===== src/rtl/bram_arbiter.sv =====
// rtl/bram_arbiter.sv - round-robin two-client BRAM arbiter with bounded burst ownership
module bram_arbiter #(
    parameter int Data_Width = 8,
    parameter int Addr_Width = 4,
    parameter int MAX_BURST  = 4
) (
    input  logic                  i_Clk,
    input  logic                  i_Rst_n,
    input  logic                  A_Req,
    input  logic                  A_We,
    input  logic [Addr_Width-1:0] A_Addr,
    input  logic [Data_Width-1:0] A_Wr_Data,
    output logic                  A_Gnt,
    output logic                  A_Rd_Valid,
    output logic [Data_Width-1:0] A_Rd_Data,
    input  logic                  B_Req,
    input  logic                  B_We,
    input  logic [Addr_Width-1:0] B_Addr,
    input  logic [Data_Width-1:0] B_Wr_Data,
    output logic                  B_Gnt,
    output logic                  B_Rd_Valid,
    output logic [Data_Width-1:0] B_Rd_Data,
    output logic                  Wr_En,
    output logic                  Rd_En,
    output logic [Addr_Width-1:0] W_Addr,
    output logic [Addr_Width-1:0] R_Addr,
    output logic [Data_Width-1:0] Wr_Data,
    input  logic [Data_Width-1:0] Rd_Data
);

    localparam int CW = $clog2(MAX_BURST + 1);
    localparam logic [CW-1:0] MAXC = CW'(MAX_BURST);

    typedef enum logic [1:0] {IDLE, OWN_A, OWN_B} own_t;

    own_t            own_q, own_d;
    logic [CW-1:0]   cnt_q, cnt_d;
    logic            last_b_q, last_b_d;
    logic            rd_tag_a_q, rd_tag_b_q;
    logic [CW-1:0]   cnt_inc;
    logic            sel_we;

    always_ff @(posedge i_Clk or negedge i_Rst_n) begin
        if (!i_Rst_n) begin
            own_q      <= IDLE;
            cnt_q      <= '0;
            last_b_q   <= 1'b1;
            rd_tag_a_q <= 1'b0;
            rd_tag_b_q <= 1'b0;
        end else begin
            own_q      <= own_d;
            cnt_q      <= cnt_d;
            last_b_q   <= last_b_d;
            rd_tag_a_q <= A_Gnt & ~A_We;
            rd_tag_b_q <= B_Gnt & ~B_We;
        end
    end

    assign cnt_inc = (cnt_q == MAXC) ? MAXC : cnt_q + CW'(1);

    always_comb begin
        own_d    = IDLE;
        cnt_d    = '0;
        last_b_d = last_b_q;
        if (A_Gnt) begin
            own_d    = OWN_A;
            last_b_d = 1'b0;
            cnt_d    = (own_q == OWN_A) ? cnt_inc : CW'(1);
        end else if (B_Gnt) begin
            own_d    = OWN_B;
            last_b_d = 1'b1;
            cnt_d    = (own_q == OWN_B) ? cnt_inc : CW'(1);
        end
    end

    // Grants are forced low while reset is asserted, even though state is already IDLE.
    always_comb begin
        A_Gnt = 1'b0;
        B_Gnt = 1'b0;
        if (i_Rst_n) begin
            if (A_Req && B_Req) begin
                case (own_q)
                    OWN_A:   if (cnt_q < MAXC) A_Gnt = 1'b1; else B_Gnt = 1'b1;
                    OWN_B:   if (cnt_q < MAXC) B_Gnt = 1'b1; else A_Gnt = 1'b1;
                    default: if (last_b_q) A_Gnt = 1'b1; else B_Gnt = 1'b1;
                endcase
            end else begin
                A_Gnt = A_Req;
                B_Gnt = B_Req;
            end
        end
        sel_we  = B_Gnt ? B_We : A_We;
        Wr_En   = (A_Gnt | B_Gnt) & sel_we;
        Rd_En   = (A_Gnt | B_Gnt) & ~sel_we;
        W_Addr  = B_Gnt ? B_Addr : A_Addr;
        R_Addr  = B_Gnt ? B_Addr : A_Addr;
        Wr_Data = B_Gnt ? B_Wr_Data : A_Wr_Data;
    end

    assign A_Rd_Valid = rd_tag_a_q;
    assign B_Rd_Valid = rd_tag_b_q;
    assign A_Rd_Data  = Rd_Data;
    assign B_Rd_Data  = Rd_Data;

endmodule


===== config.mk =====
export PLATFORM = sky130hd
export DESIGN_NAME = bram_arbiter
export DESIGN_NICKNAME = d
export VERILOG_FILES = /design/src/rtl/bram_arbiter.sv
export SDC_FILE = /design/constraint.sdc
export NUM_CORES = 1
export LEC_CHECK = 0
export CELL_PAD_IN_SITES_DETAIL_PLACEMENT = 0
export CELL_PAD_IN_SITES_GLOBAL_PLACEMENT = 1
export CORE_ASPECT_RATIO = 0.9
export CORE_MARGIN = 1.5
export CORE_UTILIZATION = 22
export CTS_CLUSTER_SIZE = 40
export DETAILED_ROUTE_END_ITERATION = 8
export PLACE_DENSITY = 0.88
export SYNTH_ARGS = -nofsm -noshare
export SYNTH_HDL_FRONTEND = slang
export SYNTH_SLANG_ARGS = --single-unit
export TNS_END_PERCENT = 1

===== constraint.sdc =====
create_clock -name i_Clk -period 5.22 [get_ports i_Clk]
set_input_delay 0.522 -clock i_Clk [delete_from_list [all_inputs] [get_ports i_Clk]]
set_output_delay 0.522 -clock i_Clk [all_outputs]
set_load 0.05 [all_outputs]

==> key figures, run 1 <==
GRT
  – Total congestion overflow: 0
  – Largest net degree at the start of global routing: 12
  – Initial antenna violation count: 0
  – First-pass GRT wire length: 3160 um
  – GRT Overall Usage: 0.1054
  – Number of global-route vias before repair: 659

CTS
  – Cts bufs inserted: 3
  – CTS sink count: 8
  – CTS Hold Bufs: 0
  – Worst-skew pair later-pin latency: 0.24 ns
  – Clk slew on worst S/H paths: 0.04 ns
  – Htree depth: 1
  – Postcts setup bufs: 0
  – CTS resizes: 0
  – Clk root buf: clkbuf_8
  – Deepest clock path buffer count: 2
  – CTS tree: yes

STA
  – Setup TNS: 0 ns
  – Final worst slack: 1.236 ns
  – Min Clock Period, post-route: 3.984 ns
  – Tightest Pin Transition: 0.8982 ns
  – Pins over their slew limit: 0
  – Final hold vios: 0
  – Unrepaired setup endpoints after global routing: false
  – Fin Clk Skew: 0.003455 ns
  – Max_slew headroom: 0.4012
  – Count of final setup violators: 0
  – Fmax: 0.2510 GHz
  – Crit share post-route: 0.7632

Critical path
  – Worst path required time: 4.70 ns
  – CP endpoint kind: output pin
  – FF-to-FF path depth: 7
  – Startpoint types: primary input
  – Critical path arrival: 3.46 ns
  – Setup CP Type: in -> out
  – Crit Path Max Fanout: 11

Power and ir drop
  – Pwr dens: 256.0 mW/mm2
  – Share of total power in sequential cells: 0.231
  – Worst VDD drop: 0.0001002 V
  – Pleak: 0.0005082 uW
  – Tot Pwr: 322.2 uW
  – Comb pwr share: 0.520
  – Clock Power Share: 0.248
  – Int Power: 194.4 uW
  – Psw: 127.8 uW
  – Sw Share: 0.3967

Yosys
  – Ys async rst share: 1.000
  – Synth Area in Compound Gates: 0.09712
  – Post-Syn Area per Cell: 9.934 um2
  – Net count after synthesis: 126
  – Post-synthesis adder-cell area fraction: 0.07587
  – Synthesis warning total: 0
  – Synth Register Bits: 8
  – Area leader, netlist: dfrtp_1
  – Netlist Area Pre-Place: 824.5 um2
  – Main combinational cell family by area after synthesis: buffers and inverters
  – Fraction of the mapped netlist area in simple logic gates: 0.1305
  – Count leader, synth: buf_4
  – Most frequent cells after synthesis: buf_4 (20), mux2_2 (13), dfrtp_1 (7), nand2_1 (7), inv_1 (6)
  – Top-area cell type share of the netlist area: 0.2124
  – Synth cell types: 24
  – Post-synth top flop: dfrtp_1
  – XOR/XNOR Fraction of Synth Area: 0
  – EDFF count, synth: 0
  – Fraction of synthesized area in multiplexers: 0.2018
  – Synth Instances: 83
  – Sequential area share after synthesis: 0.2443
  – Top cells by area, synth: dfrtp_1 (21%), buf_4 (18%), mux2_2 (18%), ha_1 (7.6%), buf_6 (4.1%)

Worst hold path
  – Hold depth: 2
  – HP Class: reg -> reg

Floorplanning
  – Core Box Area: 0.003478 mm2
  – IO Count: 76
  – Die W: 67.53 um
  – Initial Utilization: 0.2371
  – Die Y-Extent: 61.08 um
  – Die Area: 0.004125 mm2
  – Row count: 20

Detailed routing
  – Post-route DRC: 0
  – DR vias: 645
  – DRT met1 WL: 823 um
  – Highest routed layer: met4
  – Antenna viol nets, final: 0
  – Iter 0 DRT Violations: 2
  – DR pass1 iterations: 3
  – Wire length per cell: 12.66 um
  – Overall routed net length: 2026 um
  – Vias/cell: 4.031
  – Met2 WL: 1054 um
  – Met3 Wirelength: 114 um

Cells and area
  – Synth-to-Final Area Change: 52.66%
  – Share of cells above drive strength 1: 0.2241
  – Non-filler cells, final: 160
  – Antenna diode count: 0
  – Final nets: 160

Placed design
  – DP Cell Count: 156
  – DPL Wire Length: 1680 um
  – Port Buf Inserts: 51
  – GPL Wtd Cong: 0.6635
  – Worst slack, placed: 1.199 ns

Job
  – Max-cap violation count: 0

Run status
  – Outcome: completed
[area by class of cell]
type	count	area, um2
well taps	44	55.05
multi-input cells	46	416.7
clock buffers	4	45.04
flip-flops and latches	8	201.4
fillers	323	2220
inverters	6	22.52
repair buffers	52	518.0
[power by group through the flow]
stage | Sequential, uW | Combinational, uW | Clock, uW
2_1_floorplan | 77.4 | 143 | 0
3_3_place_gp | 75.4 | 166 | 0
3_5_place_dp | 75.6 | 168 | 0
4_1_cts | 74.7 | 169 | 84.4
5_1_grt | 75.5 | 179 | 85.6
6_report | 74.5 | 168 | 80.1
[worst paths after layout]
kind	from	end	slack (ns)
max	i_Rst_n	Rd_En	1.24
min	last_b_q	last_b_q	0.50
max reg2reg	own_q[0]	cnt_q[2]	2.83
min reg2reg	last_b_q	last_b_q	0.50
max in group asynchronous	i_Rst_n	last_b_q	4.30
min in group asynchronous	i_Rst_n	cnt_q[2]	0.59
[cell usage in the layout, fill, tap and decap left out]
cell type and count:
a31oi_1 1, a21oi_1 1, clkdlybuf4s50_1 51, a311oi_2 1, ha_1 5, inv_1 6, dfstp_2 1, and3b_1 1
nor3_2 2, a311oi_4 1, and2b_1 1, and3_1 1, nand3b_1 1, nor2_1 2, a21o_2 1, clkbuf_8 3
and2_1 1, mux2_2 13, and2b_2 2, mux2i_1 2, a21oi_2 1, dfrtp_1 7, nand2_1 7, buf_4 1
clkbuf_1 1, o21ai_0 2
[layer usage]
metal,track usage,vias to the layer above
met5,0,-
met4,0.04373,0
li1,-,324
met1,0.1396,288
met3,0.04022,4
met2,0.1541,29
[state kept, by name, indices dropped and copies added (netlist names)]
register	cells
last_b_q	1
A_Rd_Valid	1
B_Rd_Valid	1
own_q	2
cnt_q	3
[critical path: stages]
cell and delay (ns):
clkdlybuf4s50_1 0.73, nand2_1 0.11, a311oi_2 0.74, buf_4 0.31, mux2_2 0.35, clkdlybuf4s50_1 0.70
[per-stage QoR]
| step | util | area, um2 | hold slack (ns) |
|---|---|---|---|
| detailed placement | 0.3489 | 1214 | 0.5005 |
| global placement | 0.3489 | 1214 | 0.4967 |
| finish | 0.3619 | 1259 | 0.5037 |
| global route | 0.3619 | 1259 | 0.5464 |
| CTS | 0.3619 | 1259 | 0.5089 |
| floorplan | - | 824.5 | 0.2264 |
[kinds of logic (layout without fill, tap and decap cells)]
family / Yosys count / in the layout
AND/OR/NAND/NOR: 18 / 18
adder cells (fa/ha/maj): 5 / 5
buffers and inverters: 29 / 62
flip-flops: 8 / 8
multiplexers: 15 / 15
AO/OA/AOI/OAI: 8 / 8
No activity file was read; power rests on OpenSTA's default activity.
==> inputs of run 2 (changes only) <==
--- a/config.mk
+++ b/config.mk
@@ -9,10 +9,10 @@
 export CELL_PAD_IN_SITES_GLOBAL_PLACEMENT = 1
 export CORE_ASPECT_RATIO = 0.9
 export CORE_MARGIN = 1.5
-export CORE_UTILIZATION = 22
+export CORE_UTILIZATION = 20
 export CTS_CLUSTER_SIZE = 40
 export DETAILED_ROUTE_END_ITERATION = 8
-export PLACE_DENSITY = 0.88
+export PLACE_DENSITY = 0.81
 export SYNTH_ARGS = -nofsm -noshare
 export SYNTH_HDL_FRONTEND = slang
 export SYNTH_SLANG_ARGS = --single-unit
==> constraint.sdc (replaced) <==
create_clock -name i_Clk -period 3.7 [get_ports i_Clk]
set_input_delay 0.37 -clock i_Clk [delete_from_list [all_inputs] [get_ports i_Clk]]
set_output_delay 0.37 -clock i_Clk [all_outputs]
set_load 0.05 [all_outputs]
==> run 2 against run 1 <==
Global-route usage fell by 0.92 points. Via count rose by 7.6%. Non-clock buffer count rose by 3. Clock skew rose by 0.0024 ns. Design area rose by 17%. Setup slack got worse by 0.34 ns. Core utilization rose by 2.2 points. Register-to-register slack got worse by 0.98 ns. Hold slack got worse by 0.072 ns. Combinational power rose by 76%. Sequential power rose by 41%. Highest routed layer unchanged.
==> key figures, run 2 (synthesis gave the netlist of run 1 again) <==
Detailed routing
  – DR pass1 iterations: 4
  – Antenna viol nets, final: 0
  – Vias/cell: 4.206
  – Iter 0 DRT Violations: 11
  – DR vias: 694
  – Overall routed net length: 1965 um
  – Wire length per cell: 11.91 um
  – Post-route DRC: 0

Cells and area
  – Most common cell after layout, fill and taps aside: clkdlybuf4s50_1
  – Biggest regs: cnt_q x3, own_q x2
  – Top reg by flops: cnt_q
  – Final nets: 163
  – Final core occ: 0.3842
  – Post-route design area: 0.001474 mm2
  – Antenna diode count: 0
  – Share of cells above drive strength 1: 0.4034
  – Number of flip-flops under the largest register name: 3
  – Commonest cells after routing, fill and taps aside: clkdlybuf4s50_1 (32), buf_12 (19), mux2_2 (13)
  – Synth-to-Final Area Change: 78.76%

STA
  – Final worst slack: 0.8919 ns
  – Fin Clk Skew: 0.005905 ns
  – Fmax: 0.3561 GHz
  – Final hold vios: 0
  – Unrepaired setup endpoints after global routing: false
  – Fin Hold WS: 0.4321 ns
  – Count of final setup violators: 0
  – Pins over their slew limit: 0
  – Setup TNS: 0 ns
  – Crit share post-route: 0.7589
  – Min Clock Period, post-route: 2.808 ns
  – Max_slew headroom: 0.6538
  – Tightest Pin Transition: 0.5177 ns

Critical path
  – Crit path cell chain: inv_1 > ha_1 > and3b_1 > a311oi_4 > buf_4 > clkdlybuf4s50_1
  – Worst path slowest cell: clkdlybuf4s50_1
  – Crit Path Max Fanout: 10
  – Setup CP Type: reg -> out
  – Startpoint types: register
  – Worst path required time: 3.33 ns
  – Worst stage delay on the critical path: 0.82 ns
  – CP endpoint kind: output pin
  – Critical path arrival: 2.44 ns

Power and ir drop
  – Clock Power Share: 0.211
  – Comb pwr share: 0.582
  – Worst VDD drop: 0.0001419 V
  – Share of total power in sequential cells: 0.207
  – Int Power: 320.5 uW
  – Pwr dens: 344.4 mW/mm2
  – Pleak: 0.0006262 uW
  – Sw Share: 0.3685
  – Psw: 187.0 uW

Placed design
  – Total placed instance area: 0.001429 mm2
  – Worst slack, placed: 0.9613 ns
  – Port Buf Inserts: 51
  – DPL Wire Length: 1688 um
  – GPL Wtd Cong: 0.6932

GRT
  – GRT Overall Usage: 0.09612
  – Total congestion overflow: 0
  – Largest net degree at the start of global routing: 16
  – Initial antenna violation count: 0
  – Number of global-route vias before repair: 735
  – First-pass GRT wire length: 3450 um

Floorplanning
  – Row count: 21
  – Die W: 70.68 um
  – Die Y-Extent: 63.92 um
  – Initial Utilization: 0.2149
  – Core Box Area: 0.003836 mm2
  – Die Area: 0.004518 mm2
  – IO Count: 76

CTS
  – Postcts setup bufs: 0
  – CTS sink count: 8
  – Worst-skew pair later-pin latency: 0.23 ns
  – Clk slew on worst S/H paths: 0.04 ns
  – CTS tree: yes
  – Clk root buf: clkbuf_8
  – Htree depth: 1
  – Cts bufs inserted: 3
  – CTS resizes: 0
  – Deepest clock path buffer count: 2
  – CTS Hold Bufs: 0

Job
  – Max-cap violation count: 0

Worst hold path
  – HP Class: in -> async

Run status
  – Outcome: completed
-- run 2: cell types whose count changed in the layout (fill, tap and decap cells not counted) --
cell and change:
clkdlybuf4s50_1 -19, buf_4 +3, buf_12 +19
-- run 2: stage by stage --
stage	std cells	total power [uW]
final	165	507.6
after global routing	165	537.1
after CTS	165	515.7
after detailed placement	161	404.3
after global placement	161	398.2
after floorplan	83	311.5
-- run 2: worst paths after layout --
path	slack, ns	to	from	cells after the start
max	0.89	A_Gnt	own_q[0]	6
min	0.43	cnt_q[1]	i_Rst_n	2
max reg2reg	1.85	cnt_q[2]	own_q[0]	7
min reg2reg	0.51	last_b_q	last_b_q	2
max in group asynchronous	3.04	last_b_q	i_Rst_n	2
min in group i_Clk	0.51	last_b_q	last_b_q	2
-- run 2: layout make-up --
| cell class | instances | area, um2 |
|---|---|---|
| fill | 369 | 2362 |
| timing repair buffer | 55 | 730.7 |
| tap | 46 | 57.56 |
| inverter | 6 | 22.52 |
| sequential | 8 | 201.4 |
| multi-input combinational | 46 | 416.7 |
| clock buffer | 4 | 45.04 |
-- run 2: power by group through the flow --
stage / Clock, uW / Sequential (uW) / Combinational [uW]
detailed placement: 0 / 107 / 298
finish: 107 / 105 / 295
floorplan: 0 / 109 / 202
global route: 118 / 107 / 311
CTS: 112 / 106 / 299
global placement: 0 / 106 / 292
-- run 2: layer usage --
layer | vias to the layer above | wire length [um] | track usage
met5 | - | 0 | 0
met4 | 0 | 44 | 0.03538
met3 | 11 | 173 | 0.03785
met2 | 38 | 1004 | 0.1624
met1 | 318 | 744 | 0.1093
li1 | 327 | - | -
-- run 2: critical path: cells and delay by family (launching register included) --
| family | cells | cell delay, ns |
|---|---|---|
| buffers and inverters | 3 | 1.08 |
| AO/OA/AOI/OAI | 1 | 0.25 |
| flip-flops | 1 | 0.36 |
| adder cells (fa/ha/maj) | 1 | 0.32 |
| AND/OR/NAND/NOR | 1 | 0.20 |
==> inputs of run 3 (changes only) <==
==> constraint.sdc (replaced) <==
create_clock -name i_Clk -period 2.6 [get_ports i_Clk]
set_input_delay 0.26 -clock i_Clk [delete_from_list [all_inputs] [get_ports i_Clk]]
set_output_delay 0.26 -clock i_Clk [all_outputs]
set_load 0.05 [all_outputs]
==> run 3 against run 2 <==
Cell count is 0.61% lower. Flip-flop and latch count stayed put. Clock-buffer cell count stayed put. First-iteration DRC count is 18% higher. Sequential power is 43% higher. Critical endpoint is now W_Addr[2]. Hold slack worse by 0.064 ns. Power is 44% higher. Design area is 1.3% higher. Highest routed layer unchanged. Die area stayed put. Core utilization is 0.49 points higher. Clock skew is 0.0031 ns lower.
==> key figures, run 3 (synthesis gave the netlist of run 1 again) <==
STA
  – Unrepaired setup endpoints after global routing: true
  – Pins over their slew limit: 0
  – Count of final setup violators: 0
  – Fmax: 0.3983 GHz
  – Tightest Pin Transition: 0.5092 ns
  – Fin Clk Skew: 0.002762 ns
  – Crit share post-route: 0.9657
  – Final hold vios: 0
  – Max_slew headroom: 0.6594
  – Min Clock Period, post-route: 2.511 ns

Critical path
  – Setup CP Type: reg -> out
  – Worst stage delay on the critical path: 0.41 ns
  – Startpoint types: register
  – Crit Path Max Fanout: 21
  – Worst path most repeated cell: buf_12
  – Crit path cell chain: inv_1 > ha_1 > and3_1 > a311oi_2 > buf_12 > mux2_2 > buf_12
  – Critical path arrival: 2.25 ns
  – WP buf/inv: 3
  – Crit path max-delay family: buffers and inverters
  – Worst path required time: 2.34 ns
  – Worst path slowest cell: mux2_2
  – CP endpoint kind: output pin

Detailed routing
  – DR pass1 iterations: 4
  – Antenna viol nets, final: 0
  – Iter 0 DRT Violations: 13
  – Overall routed net length: 2097 um
  – Vias/cell: 4.018
  – Post-route DRC: 0
  – Wire length per cell: 12.79 um
  – DR vias: 659

Cells and area
  – Final nets: 162
  – Biggest regs: cnt_q x3, own_q x2
  – Number of flip-flops under the largest register name: 3
  – Top reg by flops: cnt_q
  – Non-filler cells, final: 164
  – Commonest cells after routing, fill and taps aside: clkdlybuf4s50_1 (31), buf_12 (21), mux2_2 (13)
  – Most common cell after layout, fill and taps aside: clkdlybuf4s50_1
  – Share of cells above drive strength 1: 0.4153
  – Synth-to-Final Area Change: 81.03%
  – Filler cell count: 356
  – Antenna diode count: 0
  – Post-route design area: 0.001493 mm2

Placed design
  – Total placed instance area: 0.001448 mm2
  – DP Cell Count: 160
  – Port Buf Inserts: 51
  – GPL Wtd Cong: 0.7125
  – DPL Wire Length: 1783 um

Power and ir drop
  – Tot Pwr: 729.7 uW
  – Pleak: 0.0006312 uW
  – Worst VDD drop: 0.0001983 V
  – Pwr dens: 488.9 mW/mm2

CTS
  – Worst-skew pair later-pin latency: 0.22 ns
  – Cts bufs inserted: 3
  – Htree depth: 1
  – CTS Hold Bufs: 0
  – CTS resizes: 0
  – Deepest clock path buffer count: 2
  – Postcts setup bufs: 0
  – CTS sink count: 8
  – CTS tree: yes
  – Clk slew on worst S/H paths: 0.04 ns
  – Clk root buf: clkbuf_8

GRT
  – Largest net degree at the start of global routing: 22
  – Total congestion overflow: 0
  – First-pass GRT wire length: 3332 um
  – Number of global-route vias before repair: 731
  – GRT Overall Usage: 0.09497
  – Initial antenna violation count: 0

Run status
  – Outcome: completed

Floorplanning
  – Row count: 21
  – Initial Utilization: 0.2149
  – Core Box Area: 0.003836 mm2
  – Die Y-Extent: 63.92 um
  – Die W: 70.68 um
  – Die Area: 0.004518 mm2
  – IO Count: 76

Worst hold path
  – HP Class: in -> async

Job
  – Max-cap violation count: 0
-- run 3: area by class of cell --
class                           instances  area (um2)  share of cell area
Multi-Input combinational cell         46       420.4              0.2816
Timing Repair Buffer                   54       745.7              0.4996
Inverter                                6       22.52             0.01509
Clock buffer                            4       45.04             0.03018
Sequential cell                         8       201.4              0.1350
Tap cell                               46       57.56             0.03856
-- run 3: metal layers --
metal / GRT usage / wire length (um) / part of all wire / vias up
met5: 0 / 0 / 0 / -
met4: 0.04245 / 10 / 0.0048 / 0
met3: 0.03155 / 140 / 0.067 / 4
met2: 0.1671 / 1112 / 0.53 / 24
met1: 0.1031 / 834 / 0.40 / 307
li1: - / - / - / 324
-- run 3: worst paths after layout --
path                            startpoint  slack [ns]  cells past startpoint   endpoint
worst max-delay path              own_q[0]        0.09                      7  W_Addr[2]
worst min-delay path               i_Rst_n        0.37                      2   cnt_q[2]
worst max register to register    own_q[0]        0.76                      7   cnt_q[2]
worst min register to register    last_b_q        0.51                      2   last_b_q
max in group asynchronous          i_Rst_n        2.01                      2   last_b_q
min in group i_Clk                last_b_q        0.51                      2   last_b_q
-- run 3: worst register-to-register path, cell delays in order, from the launching register on --
cell      delay (ns)
dfrtp_1         0.36
inv_1           0.05
ha_1            0.31
and3b_1         0.20
a311oi_4        0.33
buf_4           0.23
and2b_2         0.18
nor3_2          0.05
-- run 3: per-stage QoR --
step / setup WS, ns / utilization / setup TNS [ns] / hold slack [ns]
finish: 0.08908 / 0.3891 / 0 / 0.3681
detailed placement: 0.3280 / 0.3774 / 0 / 0.5007
global placement: 0.3573 / 0.3774 / 0 / 0.4995
floorplan: 0.08455 / - / 0 / -0.03559
CTS: 0.07344 / 0.3891 / 0 / 0.3653
global route: -0.01986 / 0.3891 / -0.1186 / 0.3849
-- run 3: power breakdown --
part           switching, uW  total, uW  internal (uW)
clock network           45.2        151            106
logic                    214        428            214
registers               8.78        150            141
total                    268        730            462
